[config.mk]
export PLATFORM = sky130hd
export DESIGN_NAME = pattern_sequencer
export DESIGN_NICKNAME = d
export VERILOG_FILES = /design/src/rtl/pattern_pkg.sv /design/src/rtl/button_debouncer.sv /design/src/rtl/pattern_sequencer.sv
export SDC_FILE = /design/constraint.sdc
export NUM_CORES = 1
export LEC_CHECK = 0
export CAP_MARGIN = 20
export CORE_MARGIN = 4
export CORE_UTILIZATION = 64
export DETAILED_ROUTE_END_ITERATION = 16
export PLACE_DENSITY = 0.88
export RECOVER_POWER = 50
export SETUP_SLACK_MARGIN = 0.4
export SLEW_MARGIN = 10
export SYNTH_ARGS = -nofsm -noshare
export SYNTH_HDL_FRONTEND = slang
export SYNTH_HIERARCHICAL = 1
export SYNTH_SLANG_ARGS = --single-unit
[constraint.sdc]
create_clock -name clk_pixel -period 5.35 [get_ports clk_pixel]
set_input_delay 1.07 -clock clk_pixel [delete_from_list [all_inputs] [get_ports clk_pixel]]
set_output_delay 1.07 -clock clk_pixel [all_outputs]
set_load 0.05 [all_outputs]
[src/rtl/pattern_pkg.sv]
// Shared types for the test pattern sequencer.
// Pattern select encoding, sequencer states and frame counter width.
package pattern_pkg;

    typedef enum logic [1:0] {
        PAT_CYAN      = 2'd0,
        PAT_CROSSHAIR = 2'd1,
        PAT_HGRAD     = 2'd2,
        PAT_COLOR     = 2'd3
    } pattern_t;

    typedef enum logic {
        S_HOLD    = 1'b0,
        S_PENDING = 1'b1
    } seq_state_t;

    localparam int FRAME_CNT_W = 12;

    // Step to the next select, wrapping at the last configured pattern.
    function automatic pattern_t next_pattern(
        input pattern_t    cur,
        input int unsigned num
    );
        if (32'(cur) + 32'd1 >= num) begin
            return PAT_CYAN;
        end
        return pattern_t'(cur + 2'd1);
    endfunction

endpackage

[src/rtl/button_debouncer.sv]
// Synchronises and debounces a raw pushbutton.
// Emits the stable level and a one-cycle pulse on each accepted press.
module button_debouncer #(
    parameter int unsigned DEBOUNCE_CYCLES = 371250
) (
    input  logic clk_pixel,
    input  logic rst_in,
    input  logic btn_in,
    output logic level,
    output logic press
);

    localparam int unsigned CNT_W =
        (DEBOUNCE_CYCLES > 1) ? $clog2(DEBOUNCE_CYCLES) : 1;
    localparam logic [CNT_W-1:0] CNT_MAX = CNT_W'(DEBOUNCE_CYCLES - 1);

    logic             sync1;
    logic             sync2;
    logic [CNT_W-1:0] cnt;

    always_ff @(posedge clk_pixel or posedge rst_in) begin
        if (rst_in) begin
            sync1 <= 1'b0;
            sync2 <= 1'b0;
            cnt   <= '0;
            level <= 1'b0;
            press <= 1'b0;
        end else begin
            sync1 <= btn_in;
            sync2 <= sync1;
            press <= 1'b0;
            // Count consecutive cycles the sample disagrees with the level.
            if (sync2 == level) begin
                cnt <= '0;
            end else if (cnt == CNT_MAX) begin
                cnt   <= '0;
                level <= sync2;
                press <= sync2;
            end else begin
                cnt <= cnt + CNT_W'(1);
            end
        end
    end

endmodule

[src/rtl/pattern_sequencer.sv]
// Drives the pattern generator select from button presses or frame timing.
// Select changes are only committed on a frame boundary.
module pattern_sequencer
    import pattern_pkg::*;
#(
    parameter int unsigned DEBOUNCE_CYCLES    = 371250,
    parameter int unsigned FRAMES_PER_PATTERN = 120,
    parameter int unsigned NUM_PATTERNS       = 4
) (
    input  logic       clk_pixel,
    input  logic       rst_in,
    input  logic       btn_in,
    input  logic       auto_en_in,
    input  logic       new_frame_in,
    output logic [1:0] sel_out,
    output logic       pending_out,
    output logic       advance_out
);

    localparam logic [FRAME_CNT_W-1:0] FRAME_LAST =
        FRAME_CNT_W'(FRAMES_PER_PATTERN - 1);

    seq_state_t             state;
    seq_state_t             state_nx;
    pattern_t               sel;
    pattern_t               sel_nx;
    logic                   adv_nx;
    logic [FRAME_CNT_W-1:0] fcnt;
    logic [FRAME_CNT_W-1:0] fcnt_nx;
    logic                   btn_level;
    logic                   btn_press;
    logic                   btn_req;
    logic                   auto_req;

    button_debouncer #(
        .DEBOUNCE_CYCLES(DEBOUNCE_CYCLES)
    ) u_debouncer (
        .clk_pixel(clk_pixel),
        .rst_in   (rst_in),
        .btn_in   (btn_in),
        .level    (btn_level),
        .press    (btn_press)
    );

    // A press pulse always coincides with the high debounced level.
    assign btn_req = btn_press && btn_level;

    always_comb begin
        state_nx = state;
        sel_nx   = sel;
        adv_nx   = 1'b0;
        fcnt_nx  = fcnt;
        auto_req = auto_en_in && new_frame_in
                && (state == S_HOLD) && (fcnt == FRAME_LAST);
        unique case (state)
            S_HOLD: begin
                if (auto_en_in && new_frame_in) begin
                    fcnt_nx = auto_req ? '0 : fcnt + FRAME_CNT_W'(1);
                end
                if (btn_req || auto_req) begin
                    state_nx = S_PENDING;
                end
            end
            S_PENDING: begin
                if (new_frame_in) begin
                    state_nx = S_HOLD;
                    sel_nx   = next_pattern(sel, NUM_PATTERNS);
                    adv_nx   = 1'b1;
                    fcnt_nx  = '0;
                end
            end
        endcase
        if (!auto_en_in) begin
            fcnt_nx = '0;
        end
    end

    always_ff @(posedge clk_pixel or posedge rst_in) begin
        if (rst_in) begin
            state       <= S_HOLD;
            sel         <= PAT_CYAN;
            advance_out <= 1'b0;
            fcnt        <= '0;
        end else begin
            state       <= state_nx;
            sel         <= sel_nx;
            advance_out <= adv_nx;
            fcnt        <= fcnt_nx;
        end
    end

    assign sel_out     = sel;
    assign pending_out = (state == S_PENDING);

endmodule
==> key figures, run 1 <==
Yosys
  • EDFF count, synth: 0
  • Multiplexer share of the synthesized area: 1.82%
  • Adder-cell share of the synthesized area: around 2.5%
  • Syn avg cell area: 10.1 um2
  • Post-Syn Nets: just over 200
  • Most used DFF post-synth: dfrtp_1
  • Synth Area in Simple Gates: 24.7%
  • Ys async rst share: 100%
  • Compound-cell area share of the yosys netlist: 11.6%
  • Seq cells post-synth: 39
  • Largest family of logic cells by synthesized area: simple AND/OR/NAND/NOR gates
  • Post-Syn Instances: slightly below 200
  • Area of the mapped netlist: ~0.002 mm2
  • Post-synth cell types: 46
  • Syn. warnings: 6
  • XOR/XNOR share of the synthesized area: 7.03%
  • Seq/Total Area, Yosys: 49.0%

Detailed routing
  • Initial DRC count: between 150 and 200
  • ANT nets after route: 0
  • Routed WL: roughly 3900 um
  • Vias: 1563
  • WL per Instance: 15.4 um
  • DRT Pass-1 Iters: 4
  • # DRC: 0
  • Vias/cell: just over 6

Status
  • Result of the run: finished, final reports clean

Setup path
  • Slowest Stage Delay on Critical Path: 0.85 ns
  • Crit path DAT: approximately 1.7 ns
  • Worst path slowest cell: clkdlybuf4s50_1
  • Critical Path, Cell by Cell: clkdlybuf4s50_1
  • Worst Setup SP: pending_out
  • Nature of the critical path startpoint: flop
  • Top delay family on crit path: buffers and inverters
  • Worst R2R Path Depth: 6
  • Reg2reg start: u_debouncer/cnt[1]
  • Critical path endpoint category: primary output
  • WS Path Type: reg -> out
  • Crit path max fanout: 7
  • Critical path endpoint: pending_out
  • Flop2flop setup slack: roughly 3.1 ns
  • Buf/Inv on CP: 1
  • Critical Path Stages: 1
  • WP data required: 4.28 ns
  • Worst R2R End: u_debouncer/cnt[3]

Global route
  • GRT Resource Usage Total: 21.8%
  • Number of global-route vias before repair: 1504
  • First-pass GRT wire length: between 7000 and 8000 um
  • Initial antenna violation count: 0
  • Largest net degree at the start of global routing: 24
  • Gr ovfl total: 0

Timing
  • Worst slew pin tran: between 0.9 and 1 ns
  • Setup Viol. Count Final: 0
  • Setup TNS Final: 0 ns
  • Max-slew violation count: 0
  • Fin crit period: about 2.7 ns
  • RSZ-0062 raised after global routing: no
  • Final Hold Viols: 0
  • Rel. slew slack: approximately 37%
  • Max frequency: 365 MHz
  • Final Cycle Share: 51.2%
  • Clk_skew: 0.00541 ns

Pwr
  • Comb power frac: about 16%
  • PwrDens: 273 mW/mm2
  • Worst vdd ir: 0.179 mV
  • Clk network pwr share: 29.0%
  • Leak: about 0.9 nW
  • Switch Pwr: 0.000169 W
  • Sw Ratio: 28.7%
  • Sequential group share of total power: 55.1%
  • Cell-internal power: 0.000421 W

Cells and area
  • Layout area overhead: 8.35%
  • Fraction of layout cells with a size suffix above 1: 8.61%
  • # diodes: 0
  • Area occupied by registers: ~980 um2
  • Layout Cells excl Fill: around 250
  • Layout filler cell count: 201
  • Nets@finish: roughly 220
  • Area occupied by multi-input gates: around 950 um2

Floorplanning
  • Die ar.: 0.00407 mm2
  • IO Count: 9
  • Core area: 0.00288 mm2
  • Die height: 63.8 um
  • Die Wd: 63.8 um
  • Row Count: 19
  • Starting Density: 69.3%

Placement
  • HPWL after detailed placement: 2710 um
  • Post-Place Cells: 243
  • IO buf count: 8
  • GPL Wtd Cong: 0.886

Hold path
  • Worst min path class: reg -> reg
  • Hold depth: 0

Clock tree
  • Worst-skew pair later-pin latency: 0.34 ns
  • Worst-path clk slew: around 0.11 ns
  • CTS H-tree depth: 2
  • Hold_buf cts: 0
  • Post-CTS setup buffers: 0
  • CTS tree: yes
  • CTS buffer count: 5
  • Max clock buf depth: 2
  • Clock Sinks: 39
  • PostCTS Resize Cnt: 0
  • Clock Tree Root: clkbuf_4

Run
  • Max_cap viols: 0
[layer usage]
| metal | routed length, um | GRT usage [%] | vias up |
|---|---|---|---|
| met2 | 2010 | 37.4 | 49 |
| met4 | 92 | 8.89 | 0 |
| met3 | 165 | 5.78 | 13 |
| met1 | 1590 | 26.0 | 762 |
| met5 | 0 | 0 | - |
| li1 | - | - | 739 |
[per-stage QoR]
stage | total power [W] | hold slack, ns | area, um2 | util, % | worst slack, ns
detailed placement | 0.000426 | 0.336 | 2090 | 72.7 | 2.48
finish | 0.000590 | 0.358 | 2160 | 75.1 | 2.61
floorplan | 0.000391 | 0.331 | 1990 | - | 3.21
global route | 0.000625 | 0.374 | 2160 | 75.1 | 2.53
global placement | 0.000418 | 0.333 | 2090 | 72.5 | 2.16
CTS | 0.000598 | 0.361 | 2160 | 75.1 | 2.61
[flip-flops by register name (all words and copies together) (netlist names)]
| name | flops |
|---|---|
| u_debouncer/level | 1 |
| advance_out | 1 |
| fcnt | 12 |
| sel_out | 2 |
| u_debouncer/sync1 | 1 |
| u_debouncer/cnt | 19 |
| pending_out | 1 |
| u_debouncer/press | 1 |
| u_debouncer/sync2 | 1 |
[worst min path at each step]
stage | end | slack, ns | startpoint
after global routing | u_debouncer/sync2 | 0.37 | u_debouncer/sync1
final | u_debouncer/sync2 | 0.36 | u_debouncer/sync1
after global placement | u_debouncer/sync2 | 0.33 | u_debouncer/sync1
after detailed placement | u_debouncer/sync2 | 0.34 | u_debouncer/sync1
after floorplan | u_debouncer/sync2 | 0.33 | u_debouncer/sync1
after CTS | u_debouncer/sync2 | 0.36 | u_debouncer/sync1
[kinds of logic after synthesis]
kind of cell,after synthesis
xor gates and xnor gates,16
muxes,3
adders and majority gates,4
AOI/OAI and AO/OA,33
buffers and inverters,12
and+or+nand+nor,90
DFF,39
[Yosys cell counts, types with 2 or more instances]
cell type  instances  area share (%)
or4_1              2            0.75
nand2_1           18             3.4
or3_1              5             1.6
nor2b_1            2            0.63
a31oi_1            5             1.6
o21ai_0            9             2.3
ha_1               4             2.5
buf_6              2             1.1
inv_1              7             1.3
a41oi_1            3             1.3
xnor2_1            8             3.5
nor3_1             4             1.0
nand4_1            6             1.9
nand2b_1           2            0.63
and4_1             3             1.3
dfrtp_1           39              49
nand3_1           13             3.3
xor2_1             8             3.5
buf_2              2            0.50
nor2_1            19             3.6
nor4_1             5             1.6
a21oi_1            7             1.8
[layout make-up]
cell class                 count  share of cell area, %
sequential                    39                   45.2
multi-input combinational    146                   44.0
timing repair buffer           9                   3.94
clock buffer                   8                   3.19
tap                           42                   2.43
inverter                       7                   1.22
[layout by cell type, fill, tap and decap left out, types with 5 or more instances in the layout]
master | synthesis | routed
xor2_1 | 8 | 8
nand4_1 | 6 | 6
xnor2_1 | 8 | 8
inv_1 | 7 | 7
clkdlybuf4s50_1 | 0 | 5
nand3_1 | 13 | 13
dfrtp_1 | 39 | 39
o21ai_0 | 9 | 9
clkbuf_4 | 0 | 5
a31oi_1 | 5 | 5
nor4_1 | 5 | 5
or3_1 | 5 | 5
nor2_1 | 19 | 19
nand2_1 | 18 | 18
a21oi_1 | 7 | 7
[power groups by stage]
stage	sequential (W)	clock (W)	combinational, W
floorplan	0.000357	0	0.0000344
global placement	0.000329	0	0.0000894
detailed placement	0.000331	0	0.0000952
CTS	0.000325	0.000177	0.0000956
global route	0.000329	0.000195	0.000101
finish	0.000325	0.000171	0.0000934
Power figures use the tool's default switching activity.
==> run 2, diff against run 1 <==
--- a/config.mk
+++ b/config.mk
@@ -7,9 +7,9 @@
 export LEC_CHECK = 0
 export CAP_MARGIN = 20
 export CORE_MARGIN = 4
-export CORE_UTILIZATION = 64
+export CORE_UTILIZATION = 53
 export DETAILED_ROUTE_END_ITERATION = 16
-export PLACE_DENSITY = 0.88
+export PLACE_DENSITY = 0.78
 export RECOVER_POWER = 50
 export SETUP_SLACK_MARGIN = 0.4
 export SLEW_MARGIN = 10
==> constraint.sdc (replaced) <==
create_clock -name clk_pixel -period 2.2 [get_ports clk_pixel]
set_input_delay 0.44 -clock clk_pixel [delete_from_list [all_inputs] [get_ports clk_pixel]]
set_output_delay 0.44 -clock clk_pixel [all_outputs]
set_load 0.05 [all_outputs]
==> key figures, run 2 (synthesized netlist as in run 1, its figures left out) <==
Clock tree
  • Clock Tree Root: clkbuf_8
  • Max clock buf depth: 2
  • CTS tree: yes
  • CTS H-tree depth: 2
  • CTS buffer count: 5
  • Worst-path clk slew: 0.07 ns
  • Hold_buf cts: 0
  • Worst-skew pair later-pin latency: approximately 0.29 ns
  • Clock Sinks: 39

Cells and area
  • Max reg flops: 19
  • Nets@finish: 229
  • Commonest cells after routing, fill and taps aside: dfrtp_1 (39), nor2_1 (19), nand2_1 (17)
  • Top reg by flops: u_debouncer/cnt
  • Most common cell after layout, fill and taps aside: dfrtp_1
  • Final Core Density: 63.1%
  • Layout area overhead: 15.9%
  • Layout Cells excl Fill: 267
  • Fraction of layout cells with a size suffix above 1: approximately 16%
  • # diodes: 0

Global route
  • First-pass GRT wire length: between 6000 and 7000 um
  • Initial antenna violation count: 0
  • Number of global-route vias before repair: 1491
  • GRT Resource Usage Total: 16.6%
  • Largest net degree at the start of global routing: 24
  • Gr ovfl total: 0

Detailed routing
  • Initial DRC count: 124
  • # DRC: 0
  • ANT nets after route: 0
  • DRT Pass-1 Iters: 4
  • Vias: 1517
  • Vias/cell: between 5 and 6
  • Routed WL: about 3700 um
  • WL per Instance: 13.9 um

Setup path
  • WP data required: 2.42 ns
  • Crit path DAT: 2.06 ns
  • Reg2reg start: u_debouncer/cnt[1]
  • Worst R2R Path Depth: 6
  • Worst path slowest cell: dlygate4sd3_1
  • Worst Setup SP: new_frame_in
  • Critical Path, Cell by Cell: dlygate4sd3_1 -> nand2_2 -> a311o_1 -> or4_1 -> nand3_1
  • Critical path endpoint category: flop
  • Slowest Stage Delay on Critical Path: 0.61 ns
  • WS Path Type: in -> reg
  • Worst R2R End: u_debouncer/level
  • Nature of the critical path startpoint: input port
  • Flop2flop setup slack: 0.42 ns
  • Crit path max fanout: 5

Placement
  • Pre-CTS setup slack: between 0.1 and 0.15 ns
  • Post-Place Cells: 255
  • GPL Wtd Cong: 0.781
  • HPWL after detailed placement: 2590 um
  • IO buf count: 8

Run
  • Max_cap viols: 0

Timing
  • Clk_skew: 0.00489 ns
  • Worst slew pin tran: 1.17 ns
  • Setup Viol. Count Final: 0
  • RSZ-0062 raised after global routing: yes
  • Fin crit period: 1.84 ns
  • Final Hold Viols: 0
  • Rel. slew slack: 22.2%
  • Final Cycle Share: 83.6%
  • Max frequency: 544 MHz
  • Max-slew violation count: 0
  • Setup TNS Final: 0 ns
  • Setup WS post-layout: ~0.36 ns

Pwr
  • Final Power: 0.00145 W
  • Sequential group share of total power: 54.4%
  • PwrDens: 628 mW/mm2
  • Comb power frac: 15.9%
  • Leak: roughly 0.97 nW
  • Switch Pwr: 0.000402 W
  • Cell-internal power: between 0.001 and 0.0015 W
  • Worst vdd ir: 0.513 mV
  • Sw Ratio: 27.8%
  • Clk network pwr share: 29.8%

Floorplanning
  • IO Count: 9
  • Die Wd: 69.3 um
  • Core area: 0.00366 mm2
  • Row Count: 22
  • Starting Density: 54.4%
  • Die ar.: 0.00481 mm2
  • Die height: 69.3 um

Status
  • Result of the run: finished, final reports clean

Hold path
  • Hold path endpoint: u_debouncer/sync2
  • Hold depth: 0
  • Worst min path class: reg -> reg
  • Hold_sp: u_debouncer/sync1
-- run 2: worst max path at each step --
stage | cells after the start | slack [ns] | to
after global routing | 3 | 0.23 | u_debouncer/cnt[0]
after global placement | 5 | 0.14 | fcnt[10]
after floorplan | 6 | 0.45 | u_debouncer/level
after detailed placement | 5 | 0.12 | fcnt[10]
after CTS | 5 | 0.42 | fcnt[10]
final | 5 | 0.36 | fcnt[10]
-- run 2: through the flow --
stage,hold slack (ns),instance area [um2]
after floorplan,0.331,1990
final,0.351,2310
after detailed placement,0.336,2150
after global routing,0.359,2310
after CTS,0.352,2250
after global placement,0.332,2150
-- run 2: timing repair --
action,in CTS,in global routing
gates resized for setup,6,9
pin swaps,1,2
endpoints found under the setup margin,12,26
buffers inserted,3,3
-- run 2: critical path: cells and delay by family --
kind                   cells  cell delay, ns
buffers and inverters      1            0.61
AO/OA/AOI/OAI              1            0.34
AND/OR/NAND/NOR            3            0.68
-- run 2: metal layers --
layer	track usage (%)	wire length (um)	part of all wire, %	vias up
met1	19.3	1670	45	729
met5	0	0	0	-
met3	4.35	131	3.5	7
met4	6.72	57	1.5	0
met2	28.9	1850	50	23
li1	-	-	-	758
-- run 2: cell type report --
class | count | area, um2
flip-flops and latches | 39 | 976
fillers | 287 | 1350
well taps | 48 | 60.1
multi-input cells | 146 | 998
inverters | 7 | 26.3
clock buffers | 6 | 72.6
repair buffers | 21 | 176
-- run 2: power by group through the flow --
| stage | combinational [W] | sequential [W] | clock, W |
|---|---|---|---|
| after detailed placement | 0.000230 | 0.000805 | 0 |
| after global placement | 0.000227 | 0.000801 | 0 |
| after floorplan | 0.0000836 | 0.000868 | 0 |
| after CTS | 0.000227 | 0.000788 | 0.000448 |
| after global routing | 0.000253 | 0.000794 | 0.000475 |
| final | 0.000230 | 0.000788 | 0.000432 |
==> run 3, diff against run 2 <==
--- a/config.mk
+++ b/config.mk
@@ -7,9 +7,9 @@
 export LEC_CHECK = 0
 export CAP_MARGIN = 20
 export CORE_MARGIN = 4
-export CORE_UTILIZATION = 53
+export CORE_UTILIZATION = 59
 export DETAILED_ROUTE_END_ITERATION = 16
-export PLACE_DENSITY = 0.78
+export PLACE_DENSITY = 0.82
 export RECOVER_POWER = 50
 export SETUP_SLACK_MARGIN = 0.4
 export SLEW_MARGIN = 10
==> constraint.sdc (replaced) <==
create_clock -name clk_pixel -period 1.9 [get_ports clk_pixel]
set_input_delay 0.38 -clock clk_pixel [delete_from_list [all_inputs] [get_ports clk_pixel]]
set_output_delay 0.38 -clock clk_pixel [all_outputs]
set_load 0.05 [all_outputs]
==> key figures, run 3 (synthesized netlist as in run 1, its figures left out) <==
Status
  • Result of the run: finished, final reports clean

Setup path
  • Critical path endpoint category: flop
  • Reg2reg start: fcnt[1]
  • Worst path slowest cell: dlygate4sd3_1
  • WS Path Type: in -> reg
  • Top delay family on crit path: buffers and inverters
  • WP data required: 2.16 ns
  • Buf/Inv on CP: 2
  • Worst R2R End: fcnt[8]
  • Nature of the critical path startpoint: input port
  • Slowest Stage Delay on Critical Path: 0.63 ns
  • Worst R2R Path Depth: 6
  • Crit path max fanout: 6
  • Flop2flop setup slack: 0.09 ns
  • Crit path DAT: 2.11 ns
  • Critical Path, Cell by Cell: dlygate4sd3_1 -> nand2_2 -> a311oi_2 -> buf_4 -> nand2_1 -> a31oi_1

Cells and area
  • Area occupied by multi-input gates: 0.00106 mm2
  • Finished Cell Area: 0.00247 mm2
  • Top reg by flops: u_debouncer/cnt
  • Layout area overhead: 23.7%
  • Layout filler cell count: 219
  • Nets@finish: ~240
  • Max reg flops: 19
  • # diodes: 0
  • Fraction of layout cells with a size suffix above 1: 29.9%
  • Most common cell after layout, fill and taps aside: dfrtp_1
  • Area occupied by registers: a little under 0.001 mm2
  • Commonest cells after routing, fill and taps aside: dfrtp_1 (33), buf_4 (23), nor2_1 (19)
  • Final Core Density: 78.2%

Hold path
  • Hold_sp: u_debouncer/sync1
  • Worst min path class: reg -> reg
  • Hold path endpoint: u_debouncer/sync2
  • Hold depth: 0

Detailed routing
  • Routed WL: 4890 um
  • Initial DRC count: 234
  • ANT nets after route: 0
  • # DRC: 0
  • Vias: 1745
  • Vias/cell: 6.28
  • WL per Instance: 17.6 um
  • DRT Pass-1 Iters: 4

Timing
  • Final Cycle Share: slightly below 100%
  • Clk_skew: 0.0183 ns
  • Max-slew violation count: 0
  • Max frequency: 541 MHz
  • Setup Viol. Count Final: 0
  • Setup TNS Final: 0 ns
  • Final Hold Viols: 0
  • Setup WS post-layout: 0.0519 ns
  • Rel. slew slack: 17.2%
  • Worst slew pin tran: 1.24 ns
  • Fin crit period: 1.85 ns
  • RSZ-0062 raised after global routing: yes

Clock tree
  • CTS H-tree depth: 2
  • Clock Tree Root: clkbuf_4
  • Max clock buf depth: 2
  • Worst-path clk slew: 0.12 ns
  • Clock Sinks: 39
  • Hold_buf cts: 0
  • Worst-skew pair later-pin latency: 0.35 ns
  • CTS tree: yes
  • CTS buffer count: 5

Floorplanning
  • Die Wd: 66.1 um
  • Core area: between 0.003 and 0.004 mm2
  • Die height: ~66 um
  • Row Count: 20
  • IO Count: 9
  • Die ar.: 0.00437 mm2
  • Starting Density: between 60% and 70%

Placement
  • GPL Wtd Cong: 0.842
  • IO buf count: 8
  • Placed inst area: 0.00223 mm2
  • HPWL after detailed placement: 3040 um
  • Pre-CTS setup slack: -0.129 ns

Pwr
  • Sw Ratio: 29.3%
  • PwrDens: roughly 700 mW/mm2
  • Leak: 1.02 nW
  • Sequential group share of total power: a little over half
  • Comb power frac: between 10% and 20%
  • Worst vdd ir: 0.752 mV
  • Cell-internal power: 0.00122 W
  • Clk network pwr share: approximately 29%
  • Switch Pwr: 0.000504 W

Global route
  • Initial antenna violation count: 0
  • First-pass GRT wire length: 8030 um
  • Largest net degree at the start of global routing: 24
  • Gr ovfl total: 0
  • GRT Resource Usage Total: 24.5%
  • Number of global-route vias before repair: 1685

Run
  • Max_cap viols: 0
run 3: cell count changes in the layout (fill, tap and decap cells not counted), sizes merged:
cell           delta
dlygate4sd2       -4
clkdlybuf4s50     +1
clkbuf            +3
dlygate4sd3       -1
buf              +16
run 3: per-stage QoR:
step                      hold slack [ns]  instances  power, W
after floorplan                     0.294        197   0.00111
after global placement              0.340        257   0.00119
after detailed placement            0.345        257   0.00121
after CTS                           0.373        274   0.00171
after global routing                0.384        278   0.00181
final                               0.368        278   0.00172
run 3: area by class of cell:
class | count | share of cell area (%)
multi-input combinational | 146 | 43.0
sequential | 39 | 39.9
timing repair buffer | 34 | 11.0
clock buffer | 8 | 2.79
tap | 44 | 2.23
inverter | 7 | 1.07
run 3: worst max path at each step:
stage	from	end	slack, ns	cells past startpoint
2_1_floorplan	u_debouncer/cnt[1]	u_debouncer/level	0.15	6
3_3_place_gp	new_frame_in	fcnt[10]	-0.04	5
3_5_place_dp	new_frame_in	fcnt[10]	-0.13	5
4_1_cts	u_debouncer/cnt[1]	u_debouncer/level	0.11	6
5_1_grt	u_debouncer/cnt[1]	u_debouncer/cnt[8]	0.02	9
6_report	new_frame_in	fcnt[8]	0.05	6
run 3: repair_timing:
action,in CTS,in global routing
buffers inserted,6,3
cloned,3,1
pin swaps,10,6
setup endpoints to repair,35,36
gates resized for setup,18,11
run 3: per-layer routing:
| layer | vias up | routed length [um] | part of all wire, % | GRT usage [%] |
|---|---|---|---|---|
| met2 | 89 | 2370 | 48 | 37.7 |
| met4 | 0 | 129 | 2.6 | 10.9 |
| met1 | 846 | 1970 | 40 | 33.0 |
| met3 | 17 | 425 | 8.7 | 5.44 |
| li1 | 793 | - | - | - |
| met5 | - | 0 | 0 | 0 |
run 3: power groups by stage:
stage                     combinational [W]  sequential, W  clock, W
after floorplan                    0.000106        0.00101         0
after global placement             0.000266       0.000927         0
after detailed placement           0.000274       0.000931         0
after CTS                          0.000303       0.000913  0.000493
after global routing               0.000344       0.000924  0.000545
final                              0.000313       0.000915  0.000492
